==> config.mk <==
export PLATFORM = sky130hd
export DESIGN_NAME = oam_dma_arbiter
export DESIGN_NICKNAME = d
export VERILOG_FILES = /design/src/rtl/oam_dma_arbiter.sv
export SDC_FILE = /design/constraint.sdc
export NUM_CORES = 1
export LEC_CHECK = 0
export CELL_PAD_IN_SITES_DETAIL_PLACEMENT = 1
export CELL_PAD_IN_SITES_GLOBAL_PLACEMENT = 1
export CORE_ASPECT_RATIO = 1.5
export CORE_MARGIN = 10
export CORE_UTILIZATION = 32
export DETAILED_ROUTE_END_ITERATION = 10
export GPL_TIMING_DRIVEN = 0
export PLACE_DENSITY = 0.78
export SLEW_MARGIN = 20
export SYNTH_ARGS = -nofsm -noshare
export SYNTH_HDL_FRONTEND = slang
export SYNTH_SLANG_ARGS = --single-unit
==> constraint.sdc <==
create_clock -name clk -period 2.3 [get_ports clk]
set_input_delay 0.345 -clock clk [delete_from_list [all_inputs] [get_ports clk]]
set_output_delay 0.345 -clock clk [all_outputs]
set_load 0.02 [all_outputs]
==> src/rtl/oam_dma_arbiter.sv <==
// oam_dma_arbiter: owns the external memory port, sharing it between the core
// and the OAM DMA engine (FF46 start register, source page -> FE00 copy).
// Ports: clk, rst (async, active-high); cpu_addr/rd/wr/wdata -> cpu_rdata;
//        bus_addr/rd/wr/wdata <- bus_rdata memory port; dma_active status.
module oam_dma_arbiter #(
  parameter int DMA_LEN     = 160,
  parameter int START_DELAY = 1
) (
  input  logic        clk,
  input  logic        rst,
  input  logic [15:0] cpu_addr,
  input  logic        cpu_rd,
  input  logic        cpu_wr,
  input  logic [7:0]  cpu_wdata,
  output logic [7:0]  cpu_rdata,
  output logic [15:0] bus_addr,
  output logic        bus_rd,
  output logic        bus_wr,
  output logic [7:0]  bus_wdata,
  input  logic [7:0]  bus_rdata,
  output logic        dma_active
);

  localparam int IW = $clog2(DMA_LEN);
  localparam int DW = (START_DELAY > 1) ? $clog2(START_DELAY) : 1;
  localparam logic [IW-1:0] IDX_LAST = IW'(DMA_LEN - 1);
  localparam logic [DW-1:0] DLY_LAST =
    DW'((START_DELAY > 0) ? START_DELAY - 1 : 0);

  typedef enum logic [1:0] {
    IDLE,
    DELAY,
    READ,
    WRITE
  } state_t;

  state_t        state, state_n;
  logic [7:0]    dma_src_hi, src_n;
  logic [IW-1:0] idx, idx_n;
  logic [DW-1:0] dly_cnt, dly_n;
  logic [7:0]    byte_buf, buf_n;

  logic       cpu_acc;
  logic       reg_hit;
  logic       reg_wr;
  logic       hram;
  logic       dma_phase;
  logic       stall;
  logic [7:0] src_hi;

  assign cpu_acc   = cpu_rd | cpu_wr;
  assign reg_hit   = cpu_acc && (cpu_addr == 16'hFF46);
  assign reg_wr    = cpu_wr && (cpu_addr == 16'hFF46);
  assign hram      = (cpu_addr >= 16'hFF80) && (cpu_addr != 16'hFFFF);
  assign dma_phase = (state == READ) || (state == WRITE);
  // HRAM traffic wins the port; the DMA op is simply retried next cycle.
  assign stall     = dma_phase && cpu_acc && hram;
  assign dma_active = (state != IDLE);

  // E0-FF source pages alias C0-DF.
  assign src_hi = (dma_src_hi[7:5] == 3'b111) ?
                  (dma_src_hi & 8'hDF) : dma_src_hi;

  always_comb begin
    bus_addr  = cpu_addr;
    bus_rd    = 1'b0;
    bus_wr    = 1'b0;
    bus_wdata = cpu_wdata;
    cpu_rdata = bus_rdata;
    if (dma_phase && !stall) begin
      cpu_rdata = 8'hFF;
      if (state == READ) begin
        bus_addr = {src_hi, 8'(idx)};
        bus_rd   = 1'b1;
      end else begin
        bus_addr  = 16'hFE00 + 16'(idx);
        bus_wr    = 1'b1;
        bus_wdata = byte_buf;
      end
    end else if (!reg_hit) begin
      bus_rd = cpu_rd & ~cpu_wr;
      bus_wr = cpu_wr;
    end
    if (reg_hit) cpu_rdata = dma_src_hi;
  end

  always_comb begin
    state_n = state;
    src_n   = dma_src_hi;
    idx_n   = idx;
    dly_n   = dly_cnt;
    buf_n   = byte_buf;
    unique case (state)
      IDLE: state_n = IDLE;
      DELAY: begin
        if (dly_cnt == DLY_LAST) begin
          state_n = READ;
          dly_n   = '0;
        end else begin
          dly_n = dly_cnt + DW'(1);
        end
      end
      READ: begin
        if (!stall) begin
          buf_n   = bus_rdata;
          state_n = WRITE;
        end
      end
      WRITE: begin
        if (!stall) begin
          if (idx == IDX_LAST) begin
            state_n = IDLE;
            idx_n   = '0;
          end else begin
            state_n = READ;
            idx_n   = idx + IW'(1);
          end
        end
      end
      default: state_n = IDLE;
    endcase
    // A start write overrides whatever the engine was about to do next.
    if (reg_wr) begin
      src_n   = cpu_wdata;
      idx_n   = '0;
      dly_n   = '0;
      state_n = (START_DELAY == 0) ? READ : DELAY;
    end
  end

  always_ff @(posedge clk or posedge rst) begin
    if (rst) begin
      state      <= IDLE;
      dma_src_hi <= 8'hFF;
      idx        <= '0;
      dly_cnt    <= '0;
      byte_buf   <= '0;
    end else begin
      state      <= state_n;
      dma_src_hi <= src_n;
      idx        <= idx_n;
      dly_cnt    <= dly_n;
      byte_buf   <= buf_n;
    end
  end

  no_rd_wr_overlap: assert property (
    @(posedge clk) disable iff (rst) !(cpu_rd && cpu_wr));

endmodule
==> results.sh, run 1 <==
export IMPL_internal_power_mw=1.04
export IMPL_synth_async_sr_flop_share=1.00
export IMPL_cp_start_kind="flip-flop"
export IMPL_post_place_cells=329
export IMPL_r2r_slack_ns=0.38
export IMPL_drc_errors=0
export IMPL_gp_congestion=0.950
export IMPL_ant_nets=0
export IMPL_max_slew_worst_pin_slew_ns=0.588
export IMPL_r2r_start="state[1]"
export IMPL_cts_root_buf="clkbuf_8"
export IMPL_antenna_found_initial=0
export IMPL_switchingPower_mw=0.585
export IMPL_crit_fanout=10
export IMPL_core_area_mm2=0.00549
export IMPL_period_share=0.980
export IMPL_via_count=1879
export IMPL_fin_crit_ns=2.25
export IMPL_dp_hpwl_um=5420
export IMPL_reg2reg_depth=5
export IMPL_p_leak_nw=1.23
export IMPL_wl_per_cell_um=21.4
export IMPL_cts_buffers_inserted=3
export IMPL_avgSynthCellArea_um2=9.66
export IMPL_yosysSeqAreaShare=0.362
export IMPL_yosysMostFrequentCell="mux2_2"
export IMPL_grt_pass1_vias=2164
export IMPL_crit_path_end_kind="primary output"
export IMPL_placed_cell_area_mm2=0.00261
export IMPL_num_antenna_cells=0
export IMPL_hold_buffers=0
export IMPL_yosys_register_bits=26
export IMPL_cellPowerDensity_mw_per_mm2=582
export IMPL_grt_max_degree=27
export IMPL_combPwrFrac=0.366
export IMPL_synth_top_area_share=0.247
export IMPL_slew_headroom=0.608
export IMPL_n_fill_cell=651
export IMPL_overflow=0
export IMPL_worst_ep_arrival_time_ns=1.91
export IMPL_status="complete, no violations"
export IMPL_yosysWarnings=0
export IMPL_clk_pin_slew_ns=0.10
export IMPL_dieArea_mm2=0.00919
export IMPL_h_tree_depth=1
export IMPL_clock_skew_ns=0.00952
export IMPL_finalHoldViolCount=0
export IMPL_io_pins=71
export IMPL_cts_tree="done"
export IMPL_pwr_share_clk=0.240
export IMPL_grt_usage=0.161
export IMPL_wl_um=7460
export IMPL_required_ns=1.96
export IMPL_final_area_mm2=0.00279
export IMPL_final_max_slew_violation_count=0
export IMPL_synthFlopType="dfrtp_1"
export IMPL_grt_pass1_wl_um=11700
export IMPL_synth_cells=189
export IMPL_drtIter0Drc=69
export IMPL_setup_viol=0
export IMPL_clock_fmax_mhz=444
export IMPL_yosysTopAreaCell="dfrtp_1"
export IMPL_synth_fp_nets=226
export IMPL_max_cap_violations=0
export IMPL_initial_core_util=0.332
export IMPL_rows=33
export IMPL_synthTopCellsByCount="mux2_2 (24), a21oi_1 (19), o21ai_0 (19), dfrtp_1 (18), inv_1 (12)"
export IMPL_drt_pass1_iter_count=4
export IMPL_pwr_share_seq=0.394
export IMPL_die_h_um=113
export IMPL_ir_drop_uv=331
export IMPL_layout_drive_gt1_share=0.446
export IMPL_numClockSinks=26
export IMPL_clkLatencyLatePin_ns=0.28
export IMPL_clk_path_buf_depth=2
export IMPL_nNetsFinal=316
export IMPL_areaGrowthSynthToFinish_pct=53.0
export IMPL_synth_area_mm2=0.00183
export IMPL_postLayoutCoreUtil=0.509
export IMPL_synth_area_top_cells="dfrtp_1 (25%), mux2_2 (15%), dfstp_2 (12%), mux2_4 (6.6%), a21oi_1 (5.2%)"
export IMPL_dieWidth_um=81.7
export IMPL_synth_distinct_cells=38
export IMPL_grt_setup_unrepaired="yes"
export IMPL_io_buffers=70
export IMPL_sw_frac_of_total=0.360
export IMPL_viasPerCell=5.40
export IMPL_reg2reg_to="byte_buf[7]"
export IMPL_instances_no_fill=348
export IMPL_synth_edff_count=0
export IMPL_hp_class="input pin to asynchronous set/reset pin"
export IMPL_path_class="flip-flop to primary output"
[critical path, cell delays in order (launching register included)]
cell and delay (ns):
dfrtp_2 0.46, clkbuf_2 0.26, or2_2 0.36, clkdlybuf4s50_1 0.55
[cell families after synthesis]
family	share of synthesized area
buffers and inverters	0.0473
AOI/OAI and AO/OA	0.165
muxes	0.258
DFF	0.362
and+or+nand+nor	0.161
adders and majority gates	0.00685
[timing repair]
action	4_1_cts	5_1_grt
endpoints found under the setup margin	51	33
gates resized for setup	184	42
pin swaps	10	5
cloned	1	0
setup buffers	12	3
[flip-flops by register name, summed over array words and instances (netlist names)]
signal / cells
idx: 8
byte_buf: 8
state: 2
dma_src_hi: 8
[placed cells by master (no fill, tap or decap), types with 3 or more instances in the layout]
cell type / n
nor2_1: 9
nand2_1: 5
clkbuf_2: 8
o21ai_1: 3
o31ai_1: 3
mux2i_1: 8
clkbuf_8: 4
dfstp_2: 8
a21oi_1: 17
o21ai_0: 16
buf_6: 5
clkdlybuf4s50_1: 18
buf_2: 19
dlygate4sd2_1: 13
mux2_2: 24
buf_4: 24
mux2_4: 8
or3_1: 3
inv_1: 11
nand4_1: 7
dfrtp_1: 17
[routing by layer]
metal	up-vias	share of wire	track usage	wire, µm
met5	-	0	0	0
met2	57	0.55	0.298	4070
met4	0	0.013	0.0330	96
met1	933	0.38	0.174	2840
met3	9	0.061	0.0447	453
li1	880	-	-	-
[through the flow]
stage	setup slack (ns)	power (mW)	hold WS (ns)	TNS, ns
6_report	0.0464	1.63	0.442	0
5_1_grt	-0.0175	1.72	0.499	-0.0763
4_1_cts	0.00117	1.65	0.518	0
3_5_place_dp	-1.18	1.30	0.494	-39.40
3_3_place_gp	-1.19	1.28	0.487	-38.81
2_1_floorplan	0.0827	0.960	0.379	0
[worst max path at each step]
| stage | startpoint | endpoint | cells past startpoint |
|---|---|---|---|
| floorplan | cpu_addr[3] | cpu_rdata[0] | 4 |
| global placement | cpu_addr[6] | bus_addr[8] | 7 |
| detailed placement | cpu_addr[10] | bus_addr[6] | 7 |
| CTS | cpu_addr[3] | bus_rd | 6 |
| global route | cpu_addr[5] | cpu_rdata[3] | 7 |
| finish | state[1] | dma_active | 3 |
[power groups by stage]
stage	clock [mW]	sequential (mW)	combinational (mW)
global placement	0	0.638	0.639
global route	0.415	0.657	0.645
CTS	0.395	0.637	0.618
floorplan	0	0.605	0.355
detailed placement	0	0.645	0.653
finish	0.391	0.640	0.595
[final cells by class]
cell class	instances	area, µm²	share of cell area
buffer	8	72.6	0.0260
clock buffer	3	41.3	0.0148
clock inverter	1	30.0	0.0108
inverter	12	45.0	0.0161
multi-input combinational	142	1170	0.418
sequential	26	662	0.237
tap	70	87.6	0.0314
timing repair buffer	86	686	0.246
Note: power is estimated with default switching activity, not from simulation.
==> run 2: changes to the inputs <==
--- a/config.mk
+++ b/config.mk
@@ -8,7 +8,7 @@
 export CELL_PAD_IN_SITES_DETAIL_PLACEMENT = 1
 export CELL_PAD_IN_SITES_GLOBAL_PLACEMENT = 1
 export CORE_ASPECT_RATIO = 1.5
-export CORE_MARGIN = 10
+export CORE_MARGIN = 8
 export CORE_UTILIZATION = 32
 export DETAILED_ROUTE_END_ITERATION = 10
 export GPL_TIMING_DRIVEN = 0
==> results.sh, run 2 (synthesis results as in run 1) <==
export IMPL_grt_pass1_vias=2126
export IMPL_instances_no_fill=341
export IMPL_ant_nets=0
export IMPL_dieArea_mm2=0.00843
export IMPL_wl_met2_um=3660
export IMPL_slew_headroom=0.324
export IMPL_numClockSinks=26
export IMPL_period_share=0.970
export IMPL_clock_skew_ns=0.00123
export IMPL_ir_drop_uv=391
export IMPL_reg_top3="byte_buf: 8 flops, dma_src_hi: 8 flops, idx: 8 flops"
export IMPL_status="complete, no violations"
export IMPL_seqCellArea_um2=662
export IMPL_grt_usage=0.169
export IMPL_cts_root_buf="clkbuf_8"
export IMPL_worst_ep_arrival_time_ns=1.89
export IMPL_cts_tree="done"
export IMPL_drtIter0Drc=61
export IMPL_nNetsFinal=309
export IMPL_crit_fanout=8
export IMPL_postLayoutSetupSlackWorst_ns=0.0697
export IMPL_cts_buffers_inserted=3
export IMPL_grt_pass1_wl_um=11400
export IMPL_max_slew_worst_pin_slew_ns=1.01
export IMPL_final_cell_mix="buf_2 (29), mux2_2 (24), a21oi_1 (19)"
export IMPL_finalHoldViolCount=0
export IMPL_areaGrowthSynthToFinish_pct=48.3
export IMPL_wl_per_cell_um=20.7
export IMPL_max_cap_violations=0
export IMPL_fin_worst_hold_slack_ns=0.480
export IMPL_drt_pass1_iter_count=4
export IMPL_pre_cts_ws_ns=-1.22
export IMPL_crit_path_end_kind="primary output"
export IMPL_fin_crit_ns=2.23
export IMPL_final_area_mm2=0.00271
export IMPL_drc_errors=0
export IMPL_layout_drive_gt1_share=0.428
export IMPL_path_class="input pin to primary output"
export IMPL_clk_pin_slew_ns=0.10
export IMPL_dr_max_layer_used="met4"
export IMPL_final_max_slew_violation_count=0
export IMPL_core_area_mm2=0.00549
export IMPL_initial_core_util=0.332
export IMPL_io_pins=71
export IMPL_h_tree_depth=1
export IMPL_num_antenna_cells=0
export IMPL_placed_cell_area_mm2=0.00261
export IMPL_multiInputGateArea_mm2=0.00117
export IMPL_grt_max_degree=27
export IMPL_dieWidth_um=77.7
export IMPL_setup_viol=0
export IMPL_wl_met3_um=370
export IMPL_cp_start_kind="input pin"
export IMPL_total_power_mw=1.60
export IMPL_via_count=1850
export IMPL_gp_congestion=0.873
export IMPL_tns_ns=0
export IMPL_io_buffers=70
export IMPL_cellPowerDensity_mw_per_mm2=589
export IMPL_viasPerCell=5.43
export IMPL_clock_fmax_mhz=448
export IMPL_layout_commonest_cell="buf_2"
export IMPL_overflow=0
export IMPL_antenna_found_initial=0
export IMPL_clkLatencyLatePin_ns=0.28
export IMPL_required_ns=1.96
export IMPL_clk_path_buf_depth=2
export IMPL_die_h_um=109
export IMPL_p_leak_nw=1.17
export IMPL_postLayoutCoreUtil=0.493
export IMPL_wl_met1_um=2880
export IMPL_rows=33
export IMPL_n_fill_cell=645
export IMPL_dp_hpwl_um=5240
export IMPL_wl_um=7050
export IMPL_post_place_cells=329
export IMPL_hold_buffers=0
export IMPL_hp_class="input pin to asynchronous set/reset pin"
run 2: worst max-delay path: stages:
cell and delay, ns:
clkbuf_2 0.11, or4_4 0.56, nor3_4 0.20, o211ai_1 0.13
buf_6 0.17, mux2i_2 0.19, buf_4 0.18
run 2: layout make-up:
| type | instances | share of cell area |
|---|---|---|
| repair buffers | 79 | 0.213 |
| clock buffers | 3 | 0.0152 |
| flip-flops and latches | 26 | 0.244 |
| inverters | 12 | 0.0166 |
| plain buffers | 8 | 0.0337 |
| well taps | 70 | 0.0323 |
| multi-input cells | 142 | 0.433 |
| clock inverters | 1 | 0.0111 |
run 2: worst paths after layout:
path	start	endpoint	slack, ns	depth (start not counted)
max	cpu_addr[5]	cpu_rdata[2]	0.07	7
min reg2reg	byte_buf[3]	byte_buf[3]	0.51	1
min	rst	idx[5]	0.48	2
min in group clk	byte_buf[3]	byte_buf[3]	0.51	1
max reg2reg	state[1]	byte_buf[0]	0.23	4
max in group asynchronous	rst	state[1]	1.31	2
run 2: metal layers:
metal  vias to the layer above  global-route usage
met3                        12              0.0424
met1                       916               0.186
met2                        61               0.307
li1                        861                   -
met4                         0              0.0556
met5                         -                   0
run 2: report_power, final:
group | internal (mW) | total, mW | switching, mW
clock network | 0.233 | 0.397 | 0.164
logic | 0.256 | 0.564 | 0.308
registers | 0.537 | 0.634 | 0.0969
total | 1.03 | 1.60 | 0.569
run 2: repair_timing:
action	4_1_cts	5_1_grt
endpoints found under the setup margin	51	41
setup buffers	6	3
gates resized for setup	204	16
pin swaps	10	5
==> run 3: changes to the inputs <==
--- a/config.mk
+++ b/config.mk
@@ -8,7 +8,6 @@
 export CELL_PAD_IN_SITES_DETAIL_PLACEMENT = 1
 export CELL_PAD_IN_SITES_GLOBAL_PLACEMENT = 1
 export CORE_ASPECT_RATIO = 1.5
-export CORE_MARGIN = 8
 export CORE_UTILIZATION = 32
 export DETAILED_ROUTE_END_ITERATION = 10
 export GPL_TIMING_DRIVEN = 0
==> results.sh, run 3 (synthesis results as in run 1) <==
export IMPL_reg_top3="byte_buf: 8 flops, dma_src_hi: 8 flops, idx: 8 flops"
export IMPL_initial_core_util=0.332
export IMPL_status="complete, no violations"
export IMPL_use_met2=0.441
export IMPL_ant_nets=0
export IMPL_crit_fanout=6
export IMPL_num_antenna_cells=0
export IMPL_io_buffers=70
export IMPL_gp_congestion=0.911
export IMPL_p_leak_nw=1.22
export IMPL_crit_path_end_kind="primary output"
export IMPL_clock_skew_ns=0.00218
export IMPL_ir_drop_uv=355
export IMPL_cellPowerDensity_mw_per_mm2=569
export IMPL_via_count=1930
export IMPL_grt_pass1_wl_um=10700
export IMPL_grt_util_met3=0.0374
export IMPL_clk_pin_slew_ns=0.09
export IMPL_io_pins=71
export IMPL_finalHoldViolCount=0
export IMPL_instances_no_fill=345
export IMPL_final_max_slew_violation_count=0
export IMPL_cts_root_buf="clkbuf_8"
export IMPL_fin_worst_hold_slack_ns=0.433
export IMPL_areaGrowthSynthToFinish_pct=55.8
export IMPL_fin_crit_ns=2.26
export IMPL_post_place_cells=329
export IMPL_required_ns=1.96
export IMPL_grt_max_degree=27
export IMPL_layout_commonest_cell="mux2_2"
export IMPL_die_h_um=94.5
export IMPL_grt_setup_unrepaired="yes"
export IMPL_setup_viol=0
export IMPL_drtIter0Drc=57
export IMPL_overflow=0
export IMPL_rows=33
export IMPL_cts_tree="done"
export IMPL_h_tree_depth=1
export IMPL_slew_headroom=0.624
export IMPL_clkLatencyLatePin_ns=0.27
export IMPL_clock_fmax_mhz=443
export IMPL_grt_busiest_layer="met2"
export IMPL_viasPerCell=5.59
export IMPL_hold_buffers=0
export IMPL_n_fill_cell=639
export IMPL_wl_per_cell_um=19.6
export IMPL_core_area_mm2=0.00549
export IMPL_drt_pass1_iter_count=4
export IMPL_nNetsFinal=313
export IMPL_numClockSinks=26
export IMPL_dieArea_mm2=0.00602
export IMPL_cts_buffers_inserted=3
export IMPL_max_slew_worst_pin_slew_ns=0.562
export IMPL_final_cell_mix="mux2_2 (22), clkdlybuf4s50_1 (18), a21oi_1 (17), dfrtp_1 (17)"
export IMPL_dp_hpwl_um=4890
export IMPL_max_cap_violations=0
export IMPL_clk_path_buf_depth=2
export IMPL_hp_class="input pin to asynchronous set/reset pin"
export IMPL_dieWidth_um=63.7
export IMPL_worst_ep_arrival_time_ns=1.91
export IMPL_postLayoutCoreUtil=0.518
export IMPL_period_share=0.982
export IMPL_grt_pass1_vias=2057
export IMPL_layout_drive_gt1_share=0.469
export IMPL_grt_usage=0.235
export IMPL_antenna_found_initial=0
export IMPL_cp_start_kind="flip-flop"
export IMPL_drc_errors=0
export IMPL_path_class="flip-flop to primary output"
export IMPL_use_met1=0.252
export IMPL_wl_um=6770
==> run 3: critical path: stages, from the launching register on <==
cell and delay [ns]:
dfrtp_2 0.43, o211a_1 0.21, o2111ai_4 0.21, nand2_4 0.17, buf_6 0.14, mux2_2 0.35, buf_6 0.13
==> run 3: final cells by class <==
class / instances / area [µm²] / area share
Buffer: 7 / 78.8 / 0.0277
Clock buffer: 4 / 55.1 / 0.0194
Inverter: 12 / 45.0 / 0.0158
Multi-Input combinational cell: 142 / 1210 / 0.427
Sequential cell: 26 / 662 / 0.233
Tap cell: 70 / 87.6 / 0.0308
Timing Repair Buffer: 84 / 702 / 0.247
==> run 3: worst paths after layout <==
kind | to | slack (ns) | depth (start not counted) | startpoint
max | bus_addr[3] | 0.04 | 6 | state[1]
min | idx[6] | 0.43 | 2 | rst
max reg2reg | byte_buf[0] | 0.27 | 6 | state[1]
min reg2reg | byte_buf[1] | 0.51 | 1 | byte_buf[1]
max in group asynchronous | state[1] | 1.45 | 2 | rst
min in group clk | byte_buf[1] | 0.51 | 1 | byte_buf[1]
==> run 3: routing by layer <==
layer	vias to the layer above	share of wire
met5	-	0
met4	0	0.040
met3	22	0.042
met2	77	0.54
met1	951	0.38
li1	880	-
==> run 3: metrics by stage <==
step	cell area (µm²)	TNS [ns]	setup slack, ns	power (mW)
floorplan	1830	0	0.0827	0.960
global placement	2610	-39.93	-1.24	1.26
detailed placement	2610	-38.83	-1.19	1.29
CTS	2770	0	0.00365	1.53
global route	2840	-0.145	-0.0289	1.70
finish	2840	0	0.0410	1.62
==> run 3: timing repair <==
action | in CTS | in global routing
pin swaps | 12 | 10
buffers inserted | 12 | 0
gates cloned | 1 | 1
endpoints found under the hold margin | 0 | 0
gates resized for setup | 224 | 37
endpoints found under the setup margin | 51 | 35
==> run 3: where the power goes <==
part           internal (mW)  switching (mW)  total [mW]
Clock                  0.153           0.153       0.307
Combinational          0.346           0.331       0.676
Sequential             0.537          0.0993       0.636
Total                   1.04           0.583        1.62
